--- src/rtl/register_file_if.sv ---
// Issue/commit/read-port bundle between the pipeline and the architectural register file.
// The master side is the pipeline. The slave side is the register file.
interface register_file_if #(
    parameter int DATA_W = 32,
    parameter int ROB_W  = 4
);
    logic              rdy;
    logic              in_flush;
    logic              in_rename;
    logic [4:0]        in_rename_reg;
    logic [ROB_W-1:0]  in_rename_robnum;
    logic              in_commit;
    logic [4:0]        in_commit_reg;
    logic [DATA_W-1:0] in_commit_data;
    logic [ROB_W-1:0]  in_commit_robnum;
    logic [4:0]        rs1_addr;
    logic [4:0]        rs2_addr;
    logic              rs1_busy;
    logic              rs2_busy;
    logic [ROB_W-1:0]  rs1_robnum;
    logic [ROB_W-1:0]  rs2_robnum;
    logic [DATA_W-1:0] rs1_data;
    logic [DATA_W-1:0] rs2_data;

    modport master (
        output rdy, in_flush, in_rename, in_rename_reg, in_rename_robnum,
               in_commit, in_commit_reg, in_commit_data, in_commit_robnum,
               rs1_addr, rs2_addr,
        input  rs1_busy, rs2_busy, rs1_robnum, rs2_robnum, rs1_data, rs2_data
    );

    modport slave (
        input  rdy, in_flush, in_rename, in_rename_reg, in_rename_robnum,
               in_commit, in_commit_reg, in_commit_data, in_commit_robnum,
               rs1_addr, rs2_addr,
        output rs1_busy, rs2_busy, rs1_robnum, rs2_robnum, rs1_data, rs2_data
    );
endinterface

--- src/rtl/register_file.sv ---
// Architectural register file with per-register rename tags and a commit bypass on both read ports.
// Register 0 is hard-wired to zero. A rename wins over a commit to the same register on the same edge.
module register_file #(
    parameter int REG_NUM = 32,
    parameter int DATA_W  = 32,
    parameter int ROB_W   = 4
) (
    input  logic              clk,
    input  logic              rst_n,
    register_file_if.slave    bus
);
    logic [DATA_W-1:0]  data_q [REG_NUM];
    logic [DATA_W-1:0]  data_d [REG_NUM];
    logic [ROB_W-1:0]   tag_q  [REG_NUM];
    logic [ROB_W-1:0]   tag_d  [REG_NUM];
    logic [REG_NUM-1:0] busy_q;
    logic [REG_NUM-1:0] busy_d;

    always_comb begin
        data_d = data_q;
        tag_d  = tag_q;
        busy_d = busy_q;
        if (bus.rdy) begin
            if (bus.in_commit && bus.in_commit_reg != 5'd0) begin
                data_d[bus.in_commit_reg] = bus.in_commit_data;
                if (busy_q[bus.in_commit_reg] && tag_q[bus.in_commit_reg] == bus.in_commit_robnum)
                    busy_d[bus.in_commit_reg] = 1'b0;
            end
            // Flush drops any same-edge rename; the commit value above is still kept.
            if (bus.in_flush) begin
                busy_d = '0;
                for (int i = 0; i < REG_NUM; i++)
                    tag_d[i] = '0;
            end else if (bus.in_rename && bus.in_rename_reg != 5'd0) begin
                busy_d[bus.in_rename_reg] = 1'b1;
                tag_d[bus.in_rename_reg]  = bus.in_rename_robnum;
            end
        end
    end

    always_ff @(posedge clk) begin
        if (!rst_n) begin
            busy_q <= '0;
            for (int i = 0; i < REG_NUM; i++) begin
                data_q[i] <= '0;
                tag_q[i]  <= '0;
            end
        end else begin
            busy_q <= busy_d;
            data_q <= data_d;
            tag_q  <= tag_d;
        end
    end

    logic rs1_hit;
    logic rs2_hit;

    assign rs1_hit = bus.in_commit && bus.in_commit_reg == bus.rs1_addr;
    assign rs2_hit = bus.in_commit && bus.in_commit_reg == bus.rs2_addr;

    always_comb begin
        bus.rs1_busy   = 1'b0;
        bus.rs1_robnum = '0;
        bus.rs1_data   = '0;
        if (bus.rs1_addr != 5'd0) begin
            bus.rs1_busy   = busy_q[bus.rs1_addr] &&
                             !(rs1_hit && tag_q[bus.rs1_addr] == bus.in_commit_robnum);
            bus.rs1_robnum = bus.rs1_busy ? tag_q[bus.rs1_addr] : '0;
            bus.rs1_data   = rs1_hit ? bus.in_commit_data : data_q[bus.rs1_addr];
        end
    end

    always_comb begin
        bus.rs2_busy   = 1'b0;
        bus.rs2_robnum = '0;
        bus.rs2_data   = '0;
        if (bus.rs2_addr != 5'd0) begin
            bus.rs2_busy   = busy_q[bus.rs2_addr] &&
                             !(rs2_hit && tag_q[bus.rs2_addr] == bus.in_commit_robnum);
            bus.rs2_robnum = bus.rs2_busy ? tag_q[bus.rs2_addr] : '0;
            bus.rs2_data   = rs2_hit ? bus.in_commit_data : data_q[bus.rs2_addr];
        end
    end
endmodule

--- src/flat_wrapper.sv ---
// flat-port wrapper written by rule: the top's interface ports become plain ports
module register_file_flat 
#(
    parameter int REG_NUM = 32,
    parameter int DATA_W  = 32,
    parameter int ROB_W   = 4
)
  (clk, rst_n, bus_rdy, bus_in_flush, bus_in_rename, bus_in_rename_reg, bus_in_rename_robnum, bus_in_commit, bus_in_commit_reg, bus_in_commit_data, bus_in_commit_robnum, bus_rs1_addr, bus_rs2_addr, bus_rs1_busy, bus_rs2_busy, bus_rs1_robnum, bus_rs2_robnum, bus_rs1_data, bus_rs2_data);
  register_file_if #(.DATA_W(DATA_W), .ROB_W(ROB_W)) bus_i ();
  input  logic clk;
  input  logic rst_n;
  input wire logic [$bits(bus_i.rdy)-1:0] bus_rdy;
  input wire logic [$bits(bus_i.in_flush)-1:0] bus_in_flush;
  input wire logic [$bits(bus_i.in_rename)-1:0] bus_in_rename;
  input wire logic [$bits(bus_i.in_rename_reg)-1:0] bus_in_rename_reg;
  input wire logic [$bits(bus_i.in_rename_robnum)-1:0] bus_in_rename_robnum;
  input wire logic [$bits(bus_i.in_commit)-1:0] bus_in_commit;
  input wire logic [$bits(bus_i.in_commit_reg)-1:0] bus_in_commit_reg;
  input wire logic [$bits(bus_i.in_commit_data)-1:0] bus_in_commit_data;
  input wire logic [$bits(bus_i.in_commit_robnum)-1:0] bus_in_commit_robnum;
  input wire logic [$bits(bus_i.rs1_addr)-1:0] bus_rs1_addr;
  input wire logic [$bits(bus_i.rs2_addr)-1:0] bus_rs2_addr;
  output wire logic [$bits(bus_i.rs1_busy)-1:0] bus_rs1_busy;
  output wire logic [$bits(bus_i.rs2_busy)-1:0] bus_rs2_busy;
  output wire logic [$bits(bus_i.rs1_robnum)-1:0] bus_rs1_robnum;
  output wire logic [$bits(bus_i.rs2_robnum)-1:0] bus_rs2_robnum;
  output wire logic [$bits(bus_i.rs1_data)-1:0] bus_rs1_data;
  output wire logic [$bits(bus_i.rs2_data)-1:0] bus_rs2_data;
  assign bus_i.rdy = bus_rdy;
  assign bus_i.in_flush = bus_in_flush;
  assign bus_i.in_rename = bus_in_rename;
  assign bus_i.in_rename_reg = bus_in_rename_reg;
  assign bus_i.in_rename_robnum = bus_in_rename_robnum;
  assign bus_i.in_commit = bus_in_commit;
  assign bus_i.in_commit_reg = bus_in_commit_reg;
  assign bus_i.in_commit_data = bus_in_commit_data;
  assign bus_i.in_commit_robnum = bus_in_commit_robnum;
  assign bus_i.rs1_addr = bus_rs1_addr;
  assign bus_i.rs2_addr = bus_rs2_addr;
  assign bus_rs1_busy = bus_i.rs1_busy;
  assign bus_rs2_busy = bus_i.rs2_busy;
  assign bus_rs1_robnum = bus_i.rs1_robnum;
  assign bus_rs2_robnum = bus_i.rs2_robnum;
  assign bus_rs1_data = bus_i.rs1_data;
  assign bus_rs2_data = bus_i.rs2_data;
  register_file #(.REG_NUM(REG_NUM), .DATA_W(DATA_W), .ROB_W(ROB_W)) u_core (.clk(clk), .rst_n(rst_n), .bus(bus_i));
endmodule
--- config.mk ---
export PLATFORM = sky130hd
export DESIGN_NAME = register_file_flat
export DESIGN_NICKNAME = d
export VERILOG_FILES = /design/src/rtl/register_file_if.sv /design/src/rtl/register_file.sv /design/src/flat_wrapper.sv
export SDC_FILE = /design/constraint.sdc
export NUM_CORES = 2
export LEC_CHECK = 0
export CORE_MARGIN = 2
export CORE_UTILIZATION = 47
export DETAILED_ROUTE_END_ITERATION = 16
export GPL_ROUTABILITY_DRIVEN = 0
export PLACE_DENSITY = 0.72
export SYNTH_ARGS = -nofsm -noshare
export SYNTH_HDL_FRONTEND = slang
export SYNTH_SLANG_ARGS = --single-unit
--- constraint.sdc ---
create_clock -name clk -period 3.6 [get_ports clk]
set_input_delay 0.36 -clock clk [delete_from_list [all_inputs] [get_ports clk]]
set_output_delay 0.36 -clock clk [all_outputs]
set_load 0.01 [all_outputs]
==> reports/qor.txt <==
status -> finished with violations
failing checks -> negative setup slack
FF+latch count, synth -> 1184
Worst setup SP type -> flip-flop
first-pass GRT wire length -> 368200 um
WP data arrival -> 3.39 ns
DRC Markers -> 0
VDD IR max -> 0.5087 mV
Layout area overhead -> 16.93%
Switching Power -> 7.623 mW
Slew headroom -> 10.08%
clk root buf -> clkbuf_16
average size of a mapped cell -> 9.622 sq um
Seq pwr share -> 43.7%
total iterations of the first detailed-routing run -> 9
Finished Core Util -> 55.45%
WL met2 -> 108400 um
Final min period -> 3.750 ns
Syn Inst Count -> 6886
clock power share -> 46.9%
initial antenna violation count -> 11
top_reg_cell synth -> dfxtp_1
minimum hold slack -> 0.4220 ns
syn_nets -> 6952
nets -> 6994
endpoints failing setup -> 11
Iteration-0 DRC Markers -> 8774
worst clock skew -> 0.02488 ns
Mapped Area -> 0.06626 sq mm
gr usage total -> 34.61%
CTS Sinks -> 1184
Critical Path Fanout Max -> 4
final setup margin -> -0.1500 ns
yosys warns -> 0
grt ovf -> 0
Setup TNS -> -0.7451 ns
Worst-Skew Late Latency -> 0.79 ns
Die W -> 379.5 um
dpl ws -> -0.4615 ns
Synth async-reset ratio -> 0%
Worst setup EP type -> output pin
Slew @ Worst Pin -> 1.349 ns
vias per inst -> 6.584
sequential area share after synthesis -> 35.77%
htree depth -> 4
switch share -> 25.22%
CTS clock-pin slew for the worst setup and hold paths -> 0.06 ns
ranking of synthesized cells by area -> dfxtp_1, mux4_2, nand2_1
leakage power total -> 25.60 nW
top cells by count, synth -> nand2_1, dfxtp_1, a21boi_0, mux4_2, clkbuf_1
clk buf depth -> 3
Initial Utilization -> 47.43%
detailed-route via count -> 58660
final hold violations -> 0
vias in the first global route -> 56470
metal3 WL -> 37920 um
critical path type -> reg2out
IO buf count -> 139
CORE AREA -> 0.1397 sq mm
RSZ-0062 raised after global routing -> yes
Die Footprint -> 0.1440 sq mm
Synth top area share -> 35.77%
crit share post-route -> 104.2%
cell taking the most area after synthesis -> dfxtp_1
M1 WL -> 89100 um
Netlist cell types -> 66
Routed Antenna Nets -> 0
DR WL/cell -> 28.66 um
TritonCTS clock tree -> built
share of cells above drive strength 1 -> 22.23%
total wire length -> 255400 um
row count -> 137
hold crit path type -> in2reg
Vert. Die Dim -> 379.5 um
HPWL Detailed -> 155300 um
Max Clk Rate -> 266.7 MHz
Power Total -> 30.22 mW
max_cap viols -> 0
critical path required time -> 3.24 ns
io pins -> 140
pwr/cell area -> 390.1 mW/mm^2
part of the power in combinational logic -> 9.5%
count leader, synth -> nand2_1
largest net degree at the start of global routing -> 297
Pins Over Slew Limit -> 0
Post-synth EDFFs -> 0
Top Layer Used -> met5
Pint -> 22.60 mW
CTS buffer count -> 131
-- cells in the final DEF, fill, tap and decap left out, types with 16 or more instances in the layout --
master           instances
a21boi_0               992
clkdlybuf4s50_1        111
and2_1                  40
a211oi_1               104
nor2_1                 265
a21oi_1                 29
o21a_1                  27
mux4_2                 700
clkbuf_1                19
buf_4                  353
mux2i_1                274
buf_12                 113
clkinv_2                23
a31oi_1                 29
nand3_1                 17
nor2b_1                171
nor2_4                  33
nand2_2                 31
dfxtp_1               1171
clkbuf_8                28
clkbuf_16              141
nand2_1               2069
o21ai_1                 16
-- stage by stage --
stage | area (sq um) | instances
final | 77470 | 8909
after floorplan | 66260 | 6886
after CTS | 76960 | 8879
after global placement | 72190 | 8635
after global routing | 77460 | 8903
after detailed placement | 72190 | 8635
-- worst max-delay path, stage by stage (launching register included) --
cell and delay, ns:
dfxtp_1 0.34, mux4_1 0.55, mux4_2 0.52, mux2i_4 0.17, xor2_1 0.19, nand3_1 0.14, o31ai_4 0.33, buf_4 0.18
nor2_1 0.04, buf_2 0.13
-- logic make-up after synthesis --
kind of cell | after synthesis | share of synthesized area [%]
XOR/XNOR | 18 | 0.2493
AND/OR/NAND/NOR | 2680 | 16.41
flip-flops | 1184 | 35.77
multiplexers | 1006 | 28.72
buffers and inverters | 719 | 4.570
AO/OA/AOI/OAI | 1279 | 14.28
-- metal layers --
layer,vias to the layer above,track usage (%)
met5,-,0
met4,16,23.68
met3,1228,12.36
met2,4555,49.90
met1,28500,43.31
li1,24350,-
-- power by group through the flow --
stage               registers (mW)  clock network (mW)  logic [mW]
floorplan                     13.5                   0        1.64
global placement              13.5                   0        2.67
detailed placement            13.5                   0        2.69
CTS                           13.2                14.2        2.73
global route                  13.2                14.7        2.93
finish                        13.2                14.2        2.86
-- registers in the layout, summed over array words and instances (netlist names) --
register	cells
u_core.tag_q	128
u_core.busy_q	32
u_core.data_q	1024
-- area by class of cell --
cell class / count / area (sq um)
diodes: 8 / 20.02
clock buffers: 180 / 3796
clock inverters: 50 / 656.9
fillers: 11520 / 62230
inverters: 5 / 18.77
multi-input cells: 4983 / 40150
flip-flops and latches: 1184 / 23720
well taps: 1876 / 2347
repair buffers: 623 / 6763
-- what timing repair did --
| action | 4_1_cts | 5_1_grt |
|---|---|---|
| gates resized for setup | 88 | 43 |
| endpoints found under the hold margin | 36 | 0 |
| gates cloned | 1 | 7 |
| hold buffers | 1 | 0 |
| buffers inserted | 12 | 15 |
| setup endpoints to repair | 27 | 43 |
| pin swaps | 5 | 5 |
-- path summary, 6_finish.rpt --
kind | startpoint | to | slack [ns] | cells past startpoint
worst max-delay path | u_core.tag_q[75] | bus_rs1_robnum[3] | -0.15 | 9
worst min-delay path | bus_in_commit_data[30] | u_core.data_q[286] | 0.42 | 4
worst max register to register | u_core.tag_q[90] | u_core.busy_q[1] | 0.60 | 7
worst min register to register | u_core.data_q[547] | u_core.data_q[547] | 0.48 | 2
(Power assumes the default switching activity.)
